[config.mk]
export PLATFORM = sky130hd
export DESIGN_NAME = uart_rx
export DESIGN_NICKNAME = d
export VERILOG_FILES = /design/src/rtl/uart_pkg.sv /design/src/rtl/uart_sync.sv /design/src/rtl/uart_rx.sv
export SDC_FILE = /design/constraint.sdc
export NUM_CORES = 1
export LEC_CHECK = 0
export BUFFER_PORTS_ARGS = -buffer_cell sky130_fd_sc_hd__buf_2
export CORE_MARGIN = 2
export CORE_UTILIZATION = 53
export DETAILED_ROUTE_END_ITERATION = 16
export PLACE_DENSITY_LB_ADDON = 0.1
export RECOVER_POWER = 50
export SETUP_SLACK_MARGIN = 0.02
export SYNTH_ARGS = -nofsm -noshare
export SYNTH_HDL_FRONTEND = slang
export SYNTH_HIERARCHICAL = 1
export SYNTH_SLANG_ARGS = --single-unit
[constraint.sdc]
create_clock -name clk_i -period 6 [get_ports clk_i]
set_input_delay 0.3 -clock clk_i [delete_from_list [all_inputs] [get_ports clk_i]]
set_output_delay 0.3 -clock clk_i [all_outputs]
set_load 0.01 [all_outputs]
[src/rtl/uart_pkg.sv]
// Shared UART types and helpers used by the receiver and transmitter.
// states_t is common to both directions so debug tooling decodes either FSM the same way.
package uart_pkg;

    typedef enum logic [1:0] {
        S_IDLE,
        S_START,
        S_DATA,
        S_STOP
    } states_t;

    // Clocks per bit period (integer divide).
    function automatic int unsigned timerlim(input int unsigned clkfreq,
                                             input int unsigned baudrate);
        return clkfreq / baudrate;
    endfunction

endpackage

[src/rtl/uart_sync.sv]
// Multi-flop synchroniser for an asynchronous single-bit input.
// The reset value is a parameter so idle-high lines come out of reset already idle.
module uart_sync #(
    parameter int unsigned STAGES  = 2,
    parameter logic        RST_VAL = 1'b1
) (
    input  logic clk_i,
    input  logic rstn_i,
    input  logic d,
    output logic q
);

    logic [STAGES-1:0] ff;

    always_ff @(posedge clk_i or negedge rstn_i) begin
        if (!rstn_i) ff <= {STAGES{RST_VAL}};
        else         ff <= {ff[STAGES-2:0], d};
    end

    assign q = ff[STAGES-1];

endmodule

[src/rtl/uart_rx.sv]
// UART receiver, 8 data bits LSB first, 1 or 2 stop bits, no parity.
// Start edge found on the synchronised line; every bit is then sampled once at its middle.
module uart_rx
    import uart_pkg::*;
#(
    parameter int unsigned c_clkfreq  = 100_000_000,
    parameter int unsigned c_baudrate = 10_000_000,
    parameter int unsigned c_stopbit  = 2
) (
    input  logic       clk_i,
    input  logic       rstn_i,
    input  logic       rx_i,
    output logic [7:0] rx_dout_o,
    output logic       rx_done_tick_o,
    output logic       rx_frame_err_o,
    output logic       rx_active_o
);

    localparam int unsigned c_timerlim = timerlim(c_clkfreq, c_baudrate);
    localparam logic [31:0] TLIM_M1    = 32'(c_timerlim - 1);
    localparam logic [31:0] HALF_M1    = 32'(c_timerlim / 2 - 1);
    localparam logic [2:0]  STOP_LAST  = 3'(c_stopbit - 1);

    logic        rx_s, rx_q;
    states_t     state, state_nx;
    logic [31:0] timer, timer_nx;
    logic [2:0]  bitcntr, bitcntr_nx;
    logic [7:0]  shreg, shreg_nx;
    logic        err_flag, err_nx;
    logic [7:0]  dout_nx;
    logic        done_nx, ferr_nx;

    uart_sync #(.STAGES(2), .RST_VAL(1'b1)) u_sync (
        .clk_i  (clk_i),
        .rstn_i (rstn_i),
        .d      (rx_i),
        .q      (rx_s)
    );

    always_comb begin
        state_nx   = state;
        timer_nx   = timer + 32'd1;
        bitcntr_nx = bitcntr;
        shreg_nx   = shreg;
        err_nx     = err_flag;
        dout_nx    = rx_dout_o;
        done_nx    = 1'b0;
        ferr_nx    = 1'b0;
        case (state)
            S_IDLE: begin
                timer_nx = '0;
                err_nx   = 1'b0;
                // Needs a real high->low edge, so a held-low line (break) never re-arms.
                if (rx_q && !rx_s) state_nx = S_START;
            end
            S_START: begin
                if (timer == HALF_M1) begin
                    timer_nx = '0;
                    state_nx = rx_s ? S_IDLE : S_DATA;
                end
            end
            S_DATA: begin
                if (timer == TLIM_M1) begin
                    timer_nx   = '0;
                    shreg_nx   = {rx_s, shreg[7:1]};
                    bitcntr_nx = bitcntr + 3'd1;
                    if (bitcntr == 3'd7) state_nx = S_STOP;
                end
            end
            S_STOP: begin
                if (timer == TLIM_M1) begin
                    timer_nx = '0;
                    if (bitcntr == STOP_LAST) begin
                        // Leaving at mid stop bit gives half a bit to catch a back-to-back start.
                        bitcntr_nx = '0;
                        state_nx   = S_IDLE;
                        dout_nx    = shreg;
                        done_nx    = rx_s & ~err_flag;
                        ferr_nx    = ~rx_s | err_flag;
                        err_nx     = 1'b0;
                    end else begin
                        bitcntr_nx = bitcntr + 3'd1;
                        err_nx     = err_flag | ~rx_s;
                    end
                end
            end
            default: begin
                state_nx = S_IDLE;
                timer_nx = '0;
            end
        endcase
    end

    always_ff @(posedge clk_i or negedge rstn_i) begin
        if (!rstn_i) begin
            rx_q           <= 1'b1;
            state          <= S_IDLE;
            timer          <= '0;
            bitcntr        <= '0;
            shreg          <= '0;
            err_flag       <= 1'b0;
            rx_dout_o      <= 8'h00;
            rx_done_tick_o <= 1'b0;
            rx_frame_err_o <= 1'b0;
        end else begin
            rx_q           <= rx_s;
            state          <= state_nx;
            timer          <= timer_nx;
            bitcntr        <= bitcntr_nx;
            shreg          <= shreg_nx;
            err_flag       <= err_nx;
            rx_dout_o      <= dout_nx;
            rx_done_tick_o <= done_nx;
            rx_frame_err_o <= ferr_nx;
        end
    end

    assign rx_active_o = (state != S_IDLE);

endmodule
Word-level counts from Yosys, hierarchy flattened. Cells that the tools add are included.

Flip-flop bits (word level): 59. Input port bits: 3. Output and inout port bits: 11. Word-level logic and storage cells: 65.

Add/subtract/negate cells: 2. Equal/unequal tests: 13. Muxes and demuxes: 24. Bitwise operators: 4. Reduce and logical (&&, ||, !) cells: 12.

Operators with widths (number): 32-bit one-hot mux with 3 select lines (1); 32-bit two-way mux (2); 32-bit by 1-bit adder with 32-bit output (second input constant) (1); 32-bit by 3-bit equality test with 1-bit output (second input constant) (1); 32-bit by 4-bit equality test with 1-bit output (second input constant) (1); 2-bit two-way mux (7); 2-bit != test (second input constant) (6); 3-bit two-way mux (3); 1-bit two-way mux (8); 2-bit one-hot mux with 4 select lines (1); 3-bit one-hot mux with 2 select lines (1); 3-bit AND reduction (2); 6-bit AND reduction (1); 2-bit nonzero test (3); 2-bit equality test (second input constant) (2); 2-bit AND reduction (2); 3-bit by 1-bit adder with 3-bit output (second input constant) (1); 3-bit by 1-bit equality test with 1-bit output (second input constant) (1); 3-bit equality test (second input constant) (1); 2-bit by 1-bit equality test with 1-bit output (second input constant) (1); 2-bit zero test (1); 1-bit inverter (2); 1-bit one-hot mux with 2 select lines (1); 2-bit OR reduction (1); 4 further kinds (4).

Depth between registers and ports, before layout.
Depth after elaboration: 5. Mapped depth: 7. Gate-level depth less buffers: 6.

Cells and area by module. Netlist, hierarchy kept.

By module, submodules not included: uart_rx (times used 1, cells an instance 274, area each 2822.7 µm², seq. area each 1427.6 µm²); uart_sync (times used 1, cells an instance 2, area each 52.6 µm², seq. area each 52.6 µm²).

Worst setup path before layout. Ideal clock, no wire load.

Kind: flip-flop to flip-flop. Start: reg timer[26]. End: reg shreg[0]. Library setup time: 125 ps. Arrival time: 2230 ps. Required time: 5875 ps. Slack: 3646 ps. Stages on the path, launching flop included: 6. Path buffers: 1. Period minus slack after synthesis: 2354 ps. Cell sequence: dfrtp_1 or4_4 or3_1 buf_6 nor4_4 mux2_2.

Cells in the longest elaborated chain, start to end: 2.

RTL lines: from (decl) (RTL line uart_rx.sv:26) `logic [31:0] timer, timer_nx;`; from (signal assigned) (RTL line uart_rx.sv:108) `timer <= timer_nx;`; 32-bit by 4-bit equality test with 1-bit output (RTL line uart_rx.sv:63) `if (timer == TLIM_M1) begin`; 2-bit AND reduction (no line); to (signal assigned) (RTL line uart_rx.sv:110) `shreg <= shreg_nx;`; to (decl) (RTL line uart_rx.sv:28) `logic [7:0] shreg, shreg_nx;`.

No other way between the ends. A chain may end at the register's enable or synchronous reset.

==> impl_metrics.sql <==
INSERT INTO impl_metrics (metric_group, metric, value, unit) VALUES
('timing', 'hold_ws', '0.06566', 'ns'),
('status', 'failing_checks', 'capacitance limit, slew limit', ''),
('timing', 'timing_hold_violations_final', '0', ''),
('timing', 'rsz_0062_raised_after_global_routing', 'false', ''),
('critical_path', 'worst_setup_path_end_kind', 'async pin', ''),
('floorplanning', 'num_io_pins', '14', ''),
('cts', 'cts_inserted_buffers', '9', ''),
('finish', 'share_of_post_route_cells_with_drive_strength_above_1', '17.51', '%'),
('synthesis', 'yosys.area_share.adder', '2.611', '%'),
('floorplanning', 'design.core.area', '5172', 'µm²'),
('routing', 'drt-total-wl', '5.381', 'mm'),
('critical_path', 'critPathMaxStageDelay', '2.20', 'ns'),
('pwr', 'report.power.total', '0.9700', 'mW'),
('global_routing', 'grt_max_degree', '60', ''),
('global_routing', 'track_usage', '20.03', '%'),
('synthesis', 'syn-num-nets', '285', ''),
('floorplanning', 'placement_rows', '26', ''),
('routing', 'drc', '0', ''),
('critical_path', 'setup.worst_path.class', 'input port to async pin', ''),
('place', 'gp_congestion', '0.8501', ''),
('min_path', 'hold_crit_path_type', 'input port to register', ''),
('status', 'outcome', 'finished, violations left', ''),
('cts', 'post_cts.repair.setup_buffers', '0', ''),
('timing', 'final_slew_viol_count', '60', ''),
('floorplanning', 'die_area', '6030', 'µm²'),
('critical_path', 'worst_path_dominant_cell_family', 'buffers and inverters', ''),
('timing', 'clock_skew', '0.01201', 'ns'),
('critical_path', 'timing.critical_path.from_type', 'input port', ''),
('synthesis', 'yosysSeqAreaShare', '51.48', '%'),
('global_routing', 'grt_antenna_before_repair', '0', ''),
('min_path', 'worstHoldPathCells', '1', ''),
('global_routing', 'grt_first_pass_wirelength', '9.425', 'mm'),
('synthesis', 'synth-edff-count', '0', ''),
('min_path', 'min_to', 'u_sync/ff[0]$_DFF_PN1_', ''),
('critical_path', 'reg2reg_to', 'shreg[6]$_DFFE_PN0P_', ''),
('finish', 'filler_cell_count', '430', ''),
('timing', 'final.period_utilization', '47.92', '%'),
('floorplanning', 'die_w', '77.66', 'µm'),
('global_routing', 'gr-total-overflow', '0', ''),
('min_path', 'worstHoldStart', 'rx_i', ''),
('cts', 'cts_num_sinks', '59', ''),
('synthesis', 'synth-compound-area-share', '7.702', '%'),
('routing', 'routedLengthMet1', '2.810', 'mm'),
('cts', 'cts_root_buffer', 'sky130_fd_sc_hd__clkbuf_8', ''),
('job', 'drv.max_cap_violation_count', '1', ''),
('routing', 'routed_antenna_nets', '0', ''),
('finish', 'n_antenna_cell', '0', ''),
('finish', 'area_growth_syn_to_layout', '10.27', '%'),
('timing', 'min_period', '2.875', 'ns'),
('synthesis', 'ys_seq_elements', '59', ''),
('floorplanning', 'start_util', '55.59', '%'),
('routing', 'avg_vias_per_cell', '5.651', ''),
('cts', 'clkTransAtPathRegs', '0.06', 'ns'),
('critical_path', 'critical_path.reg2reg.startpoint', 'timer[26]$_DFF_PN0_', ''),
('cts', 'cts_repair_resize_count', '0', ''),
('routing', 'drt_pre_antenna_iters', '4', ''),
('routing', 'wl_met3', '144', 'µm'),
('cts', 'hold_fix_buffers_cts', '0', ''),
('routing', 'wl_per_cell', '14.66', 'µm'),
('pwr', 'pwr_density_cell', '305.9', 'nW/µm²'),
('synthesis', 'yosys.cell_types.count', '38', ''),
('synthesis', 'mapped_cells', '276', ''),
('finish', 'layout.cells.most_common_list', '56 x sky130_fd_sc_hd__dfrtp_1, 25 x sky130_fd_sc_hd__nor2_1, 19 x sky130_fd_sc_hd__a21oi_1', ''),
('routing', 'via_count', '2074', ''),
('place', 'place.detailed.hpwl', '3.573', 'mm'),
('critical_path', 'worstPathCellList', 'buf_2, clkbuf_1', ''),
('critical_path', 'critical_path_data_arrival_time', '2.61', 'ns'),
('synthesis', 'async_reset_ff_share', '100.0', '%'),
('critical_path', 'worst-path-stages', '2', ''),
('synthesis', 'largest_family_of_logic_cells_by_synthesized_area', 'simple AND/OR/NAND/NOR gates', ''),
('timing', 'setup-violations-final', '0', '');
[state kept, by name, summed over array words and instances, names as in the netlist, named ones only]
name,flops
rx_dout_o,8
rx_done_tick_o,1
rx_frame_err_o,1
timer,32
bitcntr,3
err_flag,1
state,1
rx_q,1
shreg,8
u_sync/ff,2
[metal layers]
layer / track usage, % / vias to the layer above
li1: - / 1036
met1: 28.83 / 1000
met2: 29.14 / 31
met3: 3.837 / 7
met4: 9.643 / 0
met5: 0 / -
[where the power goes]
group,internal [mW],switching (mW)
Clock,0.159,0.156
Combinational,0.0634,0.117
Sequential,0.433,0.0419
[layout make-up]
cell class                      count  area [µm²]  share of cell area (%)
Clock inverter                      5       30.03                  0.9471
Sequential cell                    59        1480                   46.69
Clock buffer                       11       141.4                   4.459
Multi-Input combinational cell    194        1309                   41.28
Timing Repair Buffer               15       73.82                   2.328
Inverter                           13       48.80                   1.539
Tap cell                           70       87.58                   2.762
[worst max-delay path by stage]
stage,start,slack [ns],to
after CTS,timer[26]$_DFF_PN0_,3.37,shreg[5]$_DFFE_PN0P_
after global placement,timer[26]$_DFF_PN0_,3.42,shreg[4]$_DFFE_PN0P_
after global routing,rstn_i,2.43,timer[11]$_DFF_PN0_
final,rstn_i,3.12,timer[4]$_DFF_PN0_
after detailed placement,timer[26]$_DFF_PN0_,3.38,shreg[0]$_DFFE_PN0P_
after floorplan,timer[26]$_DFF_PN0_,3.65,shreg[0]$_DFFE_PN0P_
[through the flow]
| step | instance area, µm² | setup WS, ns | instances | util (%) |
|---|---|---|---|---|
| floorplan | 2875 | 3.646 | 276 | - |
| global placement | 3005 | 3.420 | 351 | 58.10 |
| detailed placement | 3005 | 3.381 | 351 | 58.10 |
| CTS | 3177 | 3.370 | 367 | 61.42 |
| global route | 3171 | 2.431 | 367 | 61.30 |
| finish | 3171 | 3.125 | 367 | 61.30 |
[cell usage after synthesis (all sizes together), types with 9 or more instances]
library cell  number  area (µm²)
a21oi             19       95.09
dfrtp             56        1401
o21ai             15       75.07
nor3               9       56.31
nor4              12       90.09
inv               13       48.80
nand4              9       56.30
xnor2             14       122.6
nand2             11       41.29
nor2              25       93.84
mux2              16       180.2
nand3             14       70.07
[logic make-up after synthesis]
kind of cell	after synthesis
adder cells (fa/ha/maj)	6
AND/OR/NAND/NOR	116
buffers and inverters	23
flip-flops	59
multiplexers	16
AO/OA/AOI/OAI	41
XOR/XNOR	15
[worst register-to-register path, stage by stage, from the launching register on]
cell and delay [ns]:
sky130_fd_sc_hd__dfrtp_1 0.42, sky130_fd_sc_hd__or4_4 0.56, sky130_fd_sc_hd__or3_1 0.54, sky130_fd_sc_hd__nor4_4 0.59, sky130_fd_sc_hd__mux2_2 0.40
(Power assumes the default switching activity.)
